$ cat config.mk
export PLATFORM = sky130hd
export DESIGN_NAME = imem_load_ctrl
export DESIGN_NICKNAME = d
export VERILOG_FILES = /design/src/rtl/imem_load_pkg.sv /design/src/rtl/imem_load_timer.sv /design/src/rtl/imem_load_ctrl.sv
export SDC_FILE = /design/constraint.sdc
export NUM_CORES = 1
export LEC_CHECK = 0
export ABC_AREA = 1
export CORE_ASPECT_RATIO = 1.2
export CORE_UTILIZATION = 30
export CTS_BUF_LIST = sky130_fd_sc_hd__clkbuf_4 sky130_fd_sc_hd__clkbuf_8
export CTS_CLUSTER_SIZE = 20
export DETAILED_ROUTE_END_ITERATION = 16
export MAX_ROUTING_LAYER = met4
export PLACE_DENSITY = 0.49
export REMOVE_ABC_BUFFERS = 1
export SYNTH_ARGS = -nofsm -noshare
export SYNTH_HDL_FRONTEND = slang
export SYNTH_SLANG_ARGS = --single-unit
export TNS_END_PERCENT = 20
$ cat constraint.sdc
create_clock -name CLOCK_50 -period 5.4 [get_ports CLOCK_50]
set_clock_uncertainty 0.2 [all_clocks]
set_input_delay 0.54 -clock CLOCK_50 [delete_from_list [all_inputs] [get_ports CLOCK_50]]
set_output_delay 0.54 -clock CLOCK_50 [all_outputs]
set_load 0.005 [all_outputs]
$ cat src/rtl/imem_load_pkg.sv
// Shared types and constants for the instruction-memory image loader.
package imem_load_pkg;

  typedef enum logic [3:0] {
    IDLE,
    LEN,
    B0,
    B1,
    B2,
    B3,
    WRITE,
    CHK,
    DONE,
    ERR
  } state_t;

  // Byte lanes of the assembled word; the first payload byte is the most significant.
  localparam int LANE0_LSB = 24;
  localparam int LANE1_LSB = 16;
  localparam int LANE2_LSB = 8;
  localparam int LANE3_LSB = 0;

  // A length byte of zero stands for a full memory image of 2^addr_w words.
  function automatic int unsigned frame_words(input logic [7:0] len_byte, input int addr_w);
    if (len_byte == 8'd0) begin
      return 32'd1 << addr_w;
    end
    return {24'd0, len_byte};
  endfunction

endpackage

$ cat src/rtl/imem_load_timer.sv
// Inter-byte idle timer: counts enabled cycles since the last clear and saturates at the limit.
module imem_load_timer #(
  parameter int TIMEOUT_CYCLES = 500000
) (
  input  logic clk,
  input  logic reset,
  input  logic clear,
  input  logic enable,
  output logic expired
);

  localparam int W = $clog2(TIMEOUT_CYCLES + 1);
  localparam logic [W-1:0] LIMIT = W'(TIMEOUT_CYCLES);

  logic [W-1:0] count;

  // Count idle cycles while a frame is open; hold at the limit so expired stays asserted.
  always_ff @(posedge clk) begin
    if (reset || clear) begin
      count <= '0;
    end else if (enable && (count != LIMIT)) begin
      count <= count + 1'b1;
    end
  end

  assign expired = (count == LIMIT);

endmodule

$ cat src/rtl/imem_load_ctrl.sv
// Loads the instruction memory from a framed UART byte stream and stalls CPU fetch meanwhile.
// Frame: length byte, N big-endian 32-bit words, XOR checksum byte.
import imem_load_pkg::*;

module imem_load_ctrl #(
  parameter int ADDR_W         = 8,
  parameter int TIMEOUT_CYCLES = 500000
) (
  input  logic              CLOCK_50,
  input  logic              reset,
  input  logic              load_en,
  input  logic              start,
  input  logic              rx_valid,
  input  logic [7:0]        rx_data,
  input  logic [ADDR_W-1:0] cpu_addr,
  output logic [ADDR_W-1:0] mem_raddr,
  output logic              mem_we,
  output logic [ADDR_W-1:0] mem_waddr,
  output logic [31:0]       mem_wdata,
  output logic              cpu_stall,
  output logic              busy,
  output logic              load_done,
  output logic              timeout_err,
  output logic              chk_err,
  output logic [ADDR_W:0]   word_count
);

  state_t            state;
  logic [ADDR_W-1:0] ptr;
  logic [ADDR_W:0]   target;
  logic [7:0]        chk_acc;
  logic [31:0]       word_reg;

  logic            start_acc;
  logic            byte_acc;
  logic            tmr_clear;
  logic            tmr_expired;
  logic            timed_out;
  logic            at_chk;
  logic            chk_ok;
  logic [ADDR_W:0] wc_next;
  logic [7:0]      chk_next;

  assign mem_raddr = cpu_addr;
  assign start_acc = start && load_en;
  assign byte_acc  = rx_valid && busy;
  assign tmr_clear = start_acc || byte_acc;
  assign timed_out = busy && tmr_expired && !rx_valid;
  assign wc_next   = word_count + 1'b1;
  assign chk_next  = chk_acc ^ rx_data;
  assign chk_ok    = (rx_data == chk_acc);
  // The checksum byte may already arrive in the write cycle of the last word.
  assign at_chk    = (state == CHK) || ((state == WRITE) && (wc_next == target));

  imem_load_timer #(
    .TIMEOUT_CYCLES(TIMEOUT_CYCLES)
  ) u_timer (
    .clk    (CLOCK_50),
    .reset  (reset),
    .clear  (tmr_clear),
    .enable (busy),
    .expired(tmr_expired)
  );

  // Frame sequencer: length, byte lanes, word write, checksum, with registered status outputs.
  always_ff @(posedge CLOCK_50) begin
    if (reset) begin
      state       <= IDLE;
      ptr         <= '0;
      target      <= '0;
      chk_acc     <= '0;
      word_reg    <= '0;
      mem_we      <= 1'b0;
      mem_waddr   <= '0;
      mem_wdata   <= '0;
      busy        <= 1'b0;
      cpu_stall   <= 1'b0;
      load_done   <= 1'b0;
      timeout_err <= 1'b0;
      chk_err     <= 1'b0;
      word_count  <= '0;
    end else begin
      mem_we <= 1'b0;
      if (start_acc) begin
        state       <= LEN;
        ptr         <= '0;
        word_count  <= '0;
        chk_acc     <= '0;
        load_done   <= 1'b0;
        timeout_err <= 1'b0;
        chk_err     <= 1'b0;
        busy        <= 1'b1;
        cpu_stall   <= 1'b1;
      end else begin
        if (state == WRITE) begin
          ptr        <= ptr + 1'b1;
          word_count <= wc_next;
        end
        if (timed_out) begin
          state       <= ERR;
          timeout_err <= 1'b1;
          busy        <= 1'b0;
        end else if (rx_valid && at_chk) begin
          busy <= 1'b0;
          if (chk_ok) begin
            state     <= DONE;
            load_done <= 1'b1;
            cpu_stall <= 1'b0;
          end else begin
            state   <= ERR;
            chk_err <= 1'b1;
          end
        end else begin
          case (state)
            LEN: if (rx_valid) begin
              target  <= (ADDR_W + 1)'(frame_words(rx_data, ADDR_W));
              chk_acc <= chk_next;
              state   <= B0;
            end
            B0: if (rx_valid) begin
              word_reg[LANE0_LSB +: 8] <= rx_data;
              chk_acc                  <= chk_next;
              state                    <= B1;
            end
            B1: if (rx_valid) begin
              word_reg[LANE1_LSB +: 8] <= rx_data;
              chk_acc                  <= chk_next;
              state                    <= B2;
            end
            B2: if (rx_valid) begin
              word_reg[LANE2_LSB +: 8] <= rx_data;
              chk_acc                  <= chk_next;
              state                    <= B3;
            end
            B3: if (rx_valid) begin
              chk_acc                   <= chk_next;
              mem_we                    <= 1'b1;
              mem_waddr                 <= ptr;
              mem_wdata                 <= word_reg;
              mem_wdata[LANE3_LSB +: 8] <= rx_data;
              state                     <= WRITE;
            end
            WRITE: begin
              if (wc_next == target) begin
                state <= CHK;
              end else if (rx_valid) begin
                word_reg[LANE0_LSB +: 8] <= rx_data;
                chk_acc                  <= chk_next;
                state                    <= B1;
              end else begin
                state <= B0;
              end
            end
            default: begin
            end
          endcase
        end
      end
    end
  end

endmodule

==> results.ini <==
[status]
status=finished clean

[worst_setup_path]
timing.rr.end=u_timer.count[5]$_SDFFE_PP0P_
required_ps=5570
worstReg2RegStart=u_timer.count[0]$_SDFFE_PP0P_
cp_max_fo=68
rr_worst_depth=11
cp-end-kind=register
worstSetupStartpointType=input pin
r2r_setup_slack_ps=2620
worstPathArrival_ps=3210
worstSetupPathType=in -> reg
crit_start=rx_valid

[drt]
num_vias=4984
wl_per_cell_um=12.64
first_pass_iters=4
wl_um=14330
final_antenna_net_count=0
vias_per_cell=4.395
wl_met3_um=454
highest_layer=met4
drt-initial-drc-count=240
drc=0
wl_met2_um=7119
met1_length_um=6616

[synth]
netlist_area_um2=5794
avgSynthCellArea_um2=7.023
synth_cell_type_count=38
yosysSeqAreaShare_pct=43.88
syn_inst=825
synth-warning-count=0
ys_seq_elements=127

[power_and_ir_drop]
finalPower_uw=2262
peakVddDrop_mv=0.1651
powerDensity_nw_per_um2=325.7
p_leak_uw=0.002809

[timing]
hold_viol_final=0
setup_viol=0
worst_slew_pin_slew_ps=983.6
max_freq_ghz=0.3288
layout_min_cycle_time_ps=3041
rsz0062_at_grt=no
finalCritPeriodShare_pct=56.32
setup_tns_ps=0
slew_headroom_pct=34.42
drv_slew=0
worst_slack_ps=2359

[placed_design]
place_hpwl_um=9868
place_area_um2=6566
place.gp.congestion=0.8219
placed_cells=1105
pre_cts_ws_ps=1855
port_buffers=67

[global_routing]
grt.total_usage_pct=15.98
grt_first_pass_wirelength_um=23740
gr-total-overflow=0
grt_max_degree=69
antenna_found_initial=0
grt_pass1_vias=4741

[cts]
cts_tree=done
clockBufferDepth=2
root_buffer=clkbuf_8
cts_hold_repair.buffers=0
ctsResizeCount=0
htreeDepth=4
cts_setup_buffers=0
numClockSinks=127
clkTransAtPathRegs_ps=70
clk_latency_ps=440
cts_buffers=17

[worst_hold_path]
hold_path_class=reg -> reg
hp-start=word_reg[15]$_SDFFE_PP0P_
holdPathEnd=mem_wdata[15]$_SDFFE_PP0P_
min_path_cells=2

[floorplan]
fp.coreArea_um2=18860
rows=55
die_w_um=128.9
die_area_um2=19880
io_pins=84
start_util_pct=30.73
dieHeight_um=154.2

[finish]
drive_gt1_share_pct=6.036
largest_reg_flops=32
syn_to_final_growth_pct=19.84
insertedDiodeCount=0
final_common_cell=nand2_1
nets=893
layout_common_cells=179 x nand2_1, 138 x nor2_1, 127 x dfxtp_1, 92 x inv_1, 67 x clkdlybuf4s50_1
final_cell_area_um2=6944
layout.cells.non_filler=1134

[job]
maxCapViolations=0

-- kinds of logic after synthesis --
group | count (synthesis) | synth area share (%)
AO/OA/AOI/OAI | 141 | 12.61
XOR/XNOR | 22 | 3.325
adder cells (fa/ha/maj) | 4 | 0.8638
buffers and inverters | 143 | 10.47
flip-flops | 127 | 43.88
AND/OR/NAND/NOR | 388 | 28.85
-- Yosys cell counts (all sizes together) --
| cell type | instances | area share (%) |
|---|---|---|
| a211oi | 1 | 0.22 |
| a21oi | 63 | 5.4 |
| a31oi | 3 | 0.32 |
| and2 | 1 | 0.11 |
| buf | 16 | 2.2 |
| clkbuf | 29 | 1.9 |
| clkinv | 2 | 0.13 |
| dfxtp | 127 | 44 |
| ha | 4 | 0.86 |
| inv | 96 | 6.3 |
| nand2 | 181 | 12 |
| nand3 | 29 | 3.5 |
| nand3b | 2 | 0.26 |
| nand4 | 10 | 1.3 |
| nor2 | 144 | 9.7 |
| nor3 | 12 | 1.1 |
| nor3b | 1 | 0.13 |
| nor4 | 8 | 0.86 |
| o211ai | 2 | 0.26 |
| o21a | 1 | 0.13 |
| o21ai | 69 | 6.0 |
| o21ba | 1 | 0.17 |
| o22ai | 1 | 0.11 |
| xnor2 | 4 | 0.60 |
| xor2 | 18 | 2.7 |
-- power breakdown --
part / switching (µW) / internal (µW) / total (µW)
clock: 378 / 425 / 803
combinational: 233 / 153 / 386
sequential: 52.4 / 1020 / 1070
-- cell type report --
type                       count  area (µm²)
fill                        2035       11910
multi-input combinational    555        2645
sequential                   127        2542
timing repair buffer          69       685.7
inverter                      98       372.9
tap                          256       320.3
clock buffer                  19       261.5
clock inverter                10       116.4
-- critical path, stage by stage --
cell and delay, ps:
clkdlybuf4s50_1 540, inv_1 120, nor2_2 390, nand2_1 390, inv_2 820, o21ai_0 200
a21oi_1 170
-- routing by layer --
layer	track usage [%]	vias to the layer above
met5	-	-
met4	5.882	0
met3	4.082	6
met2	26.23	77
met1	18.69	2220
li1	-	2681
-- stage by stage --
| stage | util (%) | hold WS [ps] |
|---|---|---|
| after global placement | 34.82 | 243.1 |
| after global routing | 36.83 | 274.2 |
| after detailed placement | 34.82 | 243.0 |
| after floorplan | - | 231.8 |
| final | 36.83 | 258.2 |
| after CTS | 36.83 | 255.0 |
-- worst max-delay path by stage --
stage | endpoint | slack, ps | depth (start not counted)
6_report | mem_wdata[15]$_SDFFE_PP0P_ | 2360 | 7
4_1_cts | mem_wdata[23]$_SDFFE_PP0P_ | 2320 | 7
3_3_place_gp | mem_wdata[8]$_SDFFE_PP0P_ | 1970 | 7
3_5_place_dp | mem_wdata[11]$_SDFFE_PP0P_ | 1850 | 7
2_1_floorplan | mem_waddr[0]$_SDFFE_PP0P_ | 2600 | 7
5_1_grt | mem_wdata[12]$_SDFFE_PP0P_ | 2000 | 7
Power figures use the tool's default switching activity.
